$ cat config.mk
export PLATFORM = sky130hd
export DESIGN_NAME = mux_diag_engine_flat
export DESIGN_NICKNAME = d
export VERILOG_FILES = /design/src/rtl/mux_diag_pkg.sv /design/src/rtl/mux_diag_engine_if.sv /design/src/rtl/mux_golden_model.sv /design/src/rtl/mux_diag_engine.sv /design/src/flat_wrapper.sv
export SDC_FILE = /design/constraint.sdc
export NUM_CORES = 1
export LEC_CHECK = 0
export BUFFER_PORTS_ARGS = -buffer_cell sky130_fd_sc_hd__buf_4
export CAP_MARGIN = 10
export CORE_AREA = 2 2 56 58
export DETAILED_ROUTE_END_ITERATION = 10
export DIE_AREA = 0 0 58 60
export GPL_ROUTABILITY_DRIVEN = 0
export GPL_TIMING_DRIVEN = 0
export HOLD_SLACK_MARGIN = 0.03
export MAX_ROUTING_LAYER = met4
export PLACE_DENSITY = 0.72
export SETUP_SLACK_MARGIN = 0.15
export SYNTH_ARGS = -nofsm -noshare
export SYNTH_HDL_FRONTEND = slang
export SYNTH_SLANG_ARGS = --single-unit
$ cat constraint.sdc
create_clock -name clk -period 2 [get_ports clk]
set_clock_uncertainty 0.15 [all_clocks]
set_input_delay 0.4 -clock clk [delete_from_list [all_inputs] [get_ports clk]]
set_output_delay 0.4 -clock clk [all_outputs]
set_load 0.02 [all_outputs]
$ cat src/rtl/mux_diag_pkg.sv
// Shared types and tap-layout helpers for the mux diagnosis engine.
// Tap bus layout, LSB first: data, sel, decode, and-terms, out.
package mux_diag_pkg;

  typedef enum logic [2:0] {
    StIdle,
    StDrive,
    StSettle,
    StCheck,
    StDone
  } diag_state_e;

  // Number of data inputs of the mux under test.
  function automatic int unsigned n_in(input int unsigned sel_w);
    return 32'd1 << sel_w;
  endfunction

  // Width of the observed tap bus.
  function automatic int unsigned tap_w(input int unsigned sel_w);
    return 3 * n_in(sel_w) + sel_w + 1;
  endfunction

  function automatic int unsigned data_off();
    return 0;
  endfunction

  function automatic int unsigned sel_off(input int unsigned sel_w);
    return n_in(sel_w);
  endfunction

  function automatic int unsigned dec_off(input int unsigned sel_w);
    return n_in(sel_w) + sel_w;
  endfunction

  function automatic int unsigned and_off(input int unsigned sel_w);
    return 2 * n_in(sel_w) + sel_w;
  endfunction

  function automatic int unsigned out_off(input int unsigned sel_w);
    return 3 * n_in(sel_w) + sel_w;
  endfunction

endpackage

$ cat src/rtl/mux_diag_engine_if.sv
// Bus between the diagnosis controller / mux under test and the engine.
// master: the environment side (issues start, returns taps); slave: the engine.
interface mux_diag_engine_if
  import mux_diag_pkg::*;
#(
  parameter int unsigned SEL_W = 1
);
  localparam int unsigned N_IN  = n_in(SEL_W);
  localparam int unsigned VW    = SEL_W + N_IN;
  localparam int unsigned TAP_W = tap_w(SEL_W);

  logic             start;
  logic [N_IN-1:0]  stim_data;
  logic [SEL_W-1:0] stim_sel;
  logic [TAP_W-1:0] taps;
  logic             busy;
  logic             done;
  logic             pass;
  logic [TAP_W-1:0] err_mask;
  logic [VW:0]      fail_cnt;
  logic [VW-1:0]    first_fail_vec;
  logic             first_fail_valid;

  modport master (
    output start,
    output taps,
    input  stim_data,
    input  stim_sel,
    input  busy,
    input  done,
    input  pass,
    input  err_mask,
    input  fail_cnt,
    input  first_fail_vec,
    input  first_fail_valid
  );

  modport slave (
    input  start,
    input  taps,
    output stim_data,
    output stim_sel,
    output busy,
    output done,
    output pass,
    output err_mask,
    output fail_cnt,
    output first_fail_vec,
    output first_fail_valid
  );

endinterface

$ cat src/rtl/mux_golden_model.sv
// Fault-free reference of the N:1 mux: maps sel/data to the expected tap bus.
// Purely combinational; also usable as a loopback mux under test.
module mux_golden_model
  import mux_diag_pkg::*;
#(
  parameter int unsigned SEL_W = 1
) (
  input  logic [SEL_W-1:0]        stim_sel,
  input  logic [n_in(SEL_W)-1:0]  stim_data,
  output logic [tap_w(SEL_W)-1:0] golden
);
  localparam int unsigned N_IN    = n_in(SEL_W);
  localparam int unsigned DATA_OFF = data_off();
  localparam int unsigned SEL_OFF  = sel_off(SEL_W);
  localparam int unsigned DEC_OFF  = dec_off(SEL_W);
  localparam int unsigned AND_OFF  = and_off(SEL_W);
  localparam int unsigned OUT_OFF  = out_off(SEL_W);

  logic [N_IN-1:0] dec;
  logic [N_IN-1:0] and_terms;

  // One-hot select decode and gated data terms.
  always_comb begin
    dec            = '0;
    dec[stim_sel]  = 1'b1;
    and_terms      = stim_data & dec;
  end

  // Assemble the tap bus in its fixed field order.
  always_comb begin
    golden                       = '0;
    golden[DATA_OFF +: N_IN]     = stim_data;
    golden[SEL_OFF +: SEL_W]     = stim_sel;
    golden[DEC_OFF +: N_IN]      = dec;
    golden[AND_OFF +: N_IN]      = and_terms;
    golden[OUT_OFF]              = |and_terms;
  end

endmodule

$ cat src/rtl/mux_diag_engine.sv
// Self-test engine for an N:1 mux: walks every {sel, data} vector, waits
// SETTLE_CYC cycles, compares the tap bus with the golden model and collects
// per-wire mismatch info.
// Optional: MUXDIAG_STOP_ON_FAIL_EN ends the run at the first failing vector.
module mux_diag_engine
  import mux_diag_pkg::*;
#(
  parameter int unsigned SEL_W      = 1,
  parameter int unsigned SETTLE_CYC = 2
) (
  input logic              clk,
  input logic              rst,
  mux_diag_engine_if.slave bus
);
  localparam int unsigned N_IN  = n_in(SEL_W);
  localparam int unsigned VW    = SEL_W + N_IN;
  localparam int unsigned TAP_W = tap_w(SEL_W);
  localparam int unsigned CNT_W = (SETTLE_CYC > 1) ? $clog2(SETTLE_CYC) : 1;

  localparam logic [CNT_W-1:0] CntLast = CNT_W'(SETTLE_CYC - 1);
  localparam logic [CNT_W-1:0] CntOne  = CNT_W'(1);
  localparam logic [VW-1:0]    VecOne  = VW'(1);
  localparam logic [VW:0]      FailOne = (VW + 1)'(1);

  diag_state_e      state_q, state_d;
  logic [VW-1:0]    v_q, v_d;
  logic [CNT_W-1:0] cnt_q, cnt_d;
  logic [N_IN-1:0]  stim_data_q, stim_data_d;
  logic [SEL_W-1:0] stim_sel_q, stim_sel_d;
  logic [TAP_W-1:0] err_mask_q, err_mask_d;
  logic [VW:0]      fail_cnt_q, fail_cnt_d;
  logic [VW-1:0]    ff_vec_q, ff_vec_d;
  logic             ff_valid_q, ff_valid_d;

  logic [TAP_W-1:0] golden;
  logic [TAP_W-1:0] mism;
  logic             any_mism;

  mux_golden_model #(
    .SEL_W (SEL_W)
  ) u_golden (
    .stim_sel  (stim_sel_q),
    .stim_data (stim_data_q),
    .golden    (golden)
  );

  // Per-wire mismatch of the current vector; only meaningful in StCheck.
  always_comb begin
    mism     = bus.taps ^ golden;
    any_mism = |mism;
  end

  // Next-state and datapath updates.
  always_comb begin
    state_d     = state_q;
    v_d         = v_q;
    cnt_d       = cnt_q;
    stim_data_d = stim_data_q;
    stim_sel_d  = stim_sel_q;
    err_mask_d  = err_mask_q;
    fail_cnt_d  = fail_cnt_q;
    ff_vec_d    = ff_vec_q;
    ff_valid_d  = ff_valid_q;

    case (state_q)
      StIdle, StDone: begin
        if (bus.start) begin
          state_d    = StDrive;
          v_d        = '0;
          err_mask_d = '0;
          fail_cnt_d = '0;
          ff_vec_d   = '0;
          ff_valid_d = 1'b0;
        end
      end
      StDrive: begin
        stim_sel_d  = v_q[VW-1:N_IN];
        stim_data_d = v_q[N_IN-1:0];
        cnt_d       = '0;
        state_d     = StSettle;
      end
      StSettle: begin
        if (cnt_q == CntLast) begin
          state_d = StCheck;
        end else begin
          cnt_d = cnt_q + CntOne;
        end
      end
      StCheck: begin
        if (any_mism) begin
          err_mask_d = err_mask_q | mism;
          fail_cnt_d = fail_cnt_q + FailOne;
          if (!ff_valid_q) begin
            ff_valid_d = 1'b1;
            ff_vec_d   = v_q;
          end
        end
`ifdef MUXDIAG_STOP_ON_FAIL_EN
        if (any_mism || (v_q == '1)) begin
          state_d = StDone;
        end else begin
          v_d     = v_q + VecOne;
          state_d = StDrive;
        end
`else
        if (v_q == '1) begin
          state_d = StDone;
        end else begin
          v_d     = v_q + VecOne;
          state_d = StDrive;
        end
`endif
      end
      default: state_d = StIdle;
    endcase
  end

  // State and result registers; reset discards any partial run.
  always_ff @(posedge clk) begin
    if (rst) begin
      state_q     <= StIdle;
      v_q         <= '0;
      cnt_q       <= '0;
      stim_data_q <= '0;
      stim_sel_q  <= '0;
      err_mask_q  <= '0;
      fail_cnt_q  <= '0;
      ff_vec_q    <= '0;
      ff_valid_q  <= 1'b0;
    end else begin
      state_q     <= state_d;
      v_q         <= v_d;
      cnt_q       <= cnt_d;
      stim_data_q <= stim_data_d;
      stim_sel_q  <= stim_sel_d;
      err_mask_q  <= err_mask_d;
      fail_cnt_q  <= fail_cnt_d;
      ff_vec_q    <= ff_vec_d;
      ff_valid_q  <= ff_valid_d;
    end
  end

  // Status outputs decode directly from the registered state.
  always_comb begin
    bus.stim_data        = stim_data_q;
    bus.stim_sel         = stim_sel_q;
    bus.busy             = (state_q == StDrive) || (state_q == StSettle) ||
                           (state_q == StCheck);
    bus.done             = (state_q == StDone);
    bus.pass             = (state_q == StDone) && (fail_cnt_q == '0);
    bus.err_mask         = err_mask_q;
    bus.fail_cnt         = fail_cnt_q;
    bus.first_fail_vec   = ff_vec_q;
    bus.first_fail_valid = ff_valid_q;
  end

endmodule

$ cat src/flat_wrapper.sv
// flat-port wrapper written by rule: the top's interface ports become plain ports
module mux_diag_engine_flat import mux_diag_pkg::*;
#(
  parameter int unsigned SEL_W      = 1,
  parameter int unsigned SETTLE_CYC = 2
)
  (clk, rst, bus_start, bus_taps, bus_stim_data, bus_stim_sel, bus_busy, bus_done, bus_pass, bus_err_mask, bus_fail_cnt, bus_first_fail_vec, bus_first_fail_valid);
  mux_diag_engine_if #(.SEL_W(SEL_W)) bus_i ();
  input logic clk;
  input logic rst;
  input wire logic [$bits(bus_i.start)-1:0] bus_start;
  input wire logic [$bits(bus_i.taps)-1:0] bus_taps;
  output wire logic [$bits(bus_i.stim_data)-1:0] bus_stim_data;
  output wire logic [$bits(bus_i.stim_sel)-1:0] bus_stim_sel;
  output wire logic [$bits(bus_i.busy)-1:0] bus_busy;
  output wire logic [$bits(bus_i.done)-1:0] bus_done;
  output wire logic [$bits(bus_i.pass)-1:0] bus_pass;
  output wire logic [$bits(bus_i.err_mask)-1:0] bus_err_mask;
  output wire logic [$bits(bus_i.fail_cnt)-1:0] bus_fail_cnt;
  output wire logic [$bits(bus_i.first_fail_vec)-1:0] bus_first_fail_vec;
  output wire logic [$bits(bus_i.first_fail_valid)-1:0] bus_first_fail_valid;
  assign bus_i.start = bus_start;
  assign bus_i.taps = bus_taps;
  assign bus_stim_data = bus_i.stim_data;
  assign bus_stim_sel = bus_i.stim_sel;
  assign bus_busy = bus_i.busy;
  assign bus_done = bus_i.done;
  assign bus_pass = bus_i.pass;
  assign bus_err_mask = bus_i.err_mask;
  assign bus_fail_cnt = bus_i.fail_cnt;
  assign bus_first_fail_vec = bus_i.first_fail_vec;
  assign bus_first_fail_valid = bus_i.first_fail_valid;
  mux_diag_engine #(.SEL_W(SEL_W), .SETTLE_CYC(SETTLE_CYC)) u_core (.clk(clk), .rst(rst), .bus(bus_i));
endmodule
==> run summary <==
post-synthesis instance total = 144
vias in the first global route = 1188
setup TNS = -0.960 ns
Routed WL = 3.25 mm
final antenna-violating net count = 0
Final Hold Viols = 0
reported max-cap violation count = 0
largest family of logic cells by synthesized area = simple AND/OR/NAND/NOR gates
DIE AREA = 3480 µm²
P_leak = 0.000765 µW
Core Footprint = 2900 µm²
xor/xnor share of the synthesized area = 7.48%
Slew Viols, Final = 0
total global-route track usage = 21.0%
FF+latch count, synth = 26
nets@finish = 206
area of the mapped netlist = 1290 µm²
endpoint class of the critical path = register
Final HPWL DP = 2.19 mm
final worst slack = -0.169 ns
Reg clk slew, reported paths = 0.15 ns
pwr dens = 577 nW/µm²
post-synthesis mux area share = 3.21%
Synth Area in Adders = 3.89%
Tcrit/Tclk final = 108%
Avg Cell Area, Syn = 8.94 µm²
root buf cell = clkbuf_4
final cell count without fillers = 223
largest net degree at the start of global routing = 15
Setup CP Type = reg2reg
# setup viols final = 8
Slew headroom = 63.5%
crit path DAT = 2.25 ns
die height = 60 µm
crit path launch type = register
H-tree depth = 1
drt drc = 0
maximum fanout along the worst path = 5
area growth from synthesis to layout = 37.4%
GRT Residual Overflow = 0
Fin Hold WS = 0.103 ns
ys async rst share = 0%
share of layout cells above drive strength 1 = 35.8%
DIE WIDTH = 58 µm
CTS tree = yes
vias = 1180
clock buffer count from CTS = 3
IO Pins = 33
Max IR drop VDD = 0.000368 V
initial drt markers = 39
drt pass-1 iters = 5
CTS Buffer Depth = 2
post-DR vias/cell = 5.29
initial antenna violation count = 0
design area = 1770 µm²
post-layout util = 60.9%
Fmax = 461 MHz
Worst-Margin Slew = 0.544 ns
first-pass GRT wire length = 5.40 mm
synth unique cells = 41
top_reg_cell synth = dfxtp_1
yosys warns = 0
post-synthesis simple-gate area fraction = 24.9%
starting density of the core = 44.4%
failing checks = setup timing
Period minus WS final = 2.17 ns
outcome = finished with violations
Syn Nets = 159
Num Clock Sinks = 26
worst hold path class = in2reg
Worst Path Required = 2.08 ns
most common cell after layout, fill and taps aside = buf_4
most frequent cells in the layout = 37 x buf_4, 23 x dfxtp_1, 19 x nor2_1
hold-fix buffer count after cts = 0
worst skew pair latency = 0.33 ns
sequential fraction of the synthesis area = 40.4%
Compound-Gate Fraction of Synth Area = 16.3%
Post-synth EDFFs = 0
placed inst area = 1570 µm²
row count = 20
drt wl/cell = 14.6 µm
Placed Instances = 208
unrepaired setup endpoints after global routing = yes
PortBufs = 31
diodes inserted = 0
==> repair_timing <==
action / in CTS / in global routing
buffers inserted: 8 / 3
setup endpoints to repair: 14 / 16
pin swaps: 8 / 5
resized for setup: 16 / 7
cloned: 0 / 0
==> synthesized netlist by cell type (2+ instances only) <==
master	instances	area [µm²]
nor2_1	20	75.1
ha_1	4	50.1
nor2b_1	2	12.5
xor2_1	6	52.6
nand3b_1	2	15.0
nand3_1	4	20.0
buf_6	2	22.5
xnor2_1	5	43.8
nand4b_1	2	17.5
a22oi_1	3	22.5
o21ai_0	6	30.0
inv_1	4	15.0
clkbuf_1	3	11.3
or3_1	2	12.5
a32o_1	3	30.0
dfxtp_1	26	521
nand2_1	13	48.8
mux2i_1	3	30.0
a21oi_1	8	40.0
nor3_1	2	10.0
a21o_2	2	17.5
and3_1	2	12.5
nand2b_1	2	12.5
==> metrics by stage <==
stage | power, µW | setup WS (ns)
final | 1020 | -0.169
after CTS | 1010 | -0.129
after detailed placement | 716 | -0.310
after floorplan | 658 | -0.128
after global placement | 711 | -0.293
after global routing | 1070 | -0.233
==> sequential cells by signal (all words and copies together), names as in the netlist, 2 cells and up <==
register and count:
u_core.v_q 3, u_core.bus.fail_cnt 4, u_core.state_q 3, u_core.bus.err_mask 8
u_core.bus.stim_data 2, u_core.bus.first_fail_vec 3
==> worst max-delay path, cell delays in order, from the launching register on <==
cell,delay (ns)
dfxtp_4,0.38
buf_8,0.11
or4b_4,0.49
nor4_4,0.37
o21ai_4,0.12
and2_4,0.20
mux2_2,0.25
==> logic make-up (layout without fill, tap and decap cells) <==
logic type / count (synthesis) / after routing
AO/OA/AOI/OAI: 31 / 31
XOR/XNOR: 11 / 11
adder cells (fa/ha/maj): 4 / 4
buffers and inverters: 9 / 55
flip-flops: 26 / 26
multiplexers: 4 / 4
AND/OR/NAND/NOR: 59 / 59
==> layer usage <==
metal	GRT usage, %	vias to the layer above	share of wire [%]
li1	-	598	-
met3	3.68	6	3.7
met2	36.0	28	49
met1	25.2	548	46
met5	-	-	0
met4	6.64	0	1.5
==> worst paths after layout <==
check | startpoint | end | slack [ns] | cells after the start
hold / removal | rst | u_core.state_q[1] | 0.10 | 2
setup reg to reg | u_core.bus.stim_sel | u_core.bus.fail_cnt[0] | -0.17 | 6
setup / recovery | u_core.bus.stim_sel | u_core.bus.fail_cnt[0] | -0.17 | 6
hold reg to reg | u_core.bus.err_mask[4] | u_core.bus.err_mask[4] | 0.31 | 2
==> layout make-up <==
type,instances,area (µm²)
Buffer,5,58.8
Tap cell,33,41.3
Multi-Input combinational cell,109,757
Clock buffer,4,36.3
Fill cell,251,1130
Timing Repair Buffer,42,334
Inverter,4,15.0
Sequential cell,26,527
==> power by group <==
| part | total (µW) | internal, µW | switching (µW) |
|---|---|---|---|
| Combinational | 202 | 97.8 | 104 |
| Sequential | 544 | 533 | 10.9 |
| Clock | 276 | 111 | 164 |
| Total | 1020 | 743 | 279 |
(Power assumes the default switching activity.)
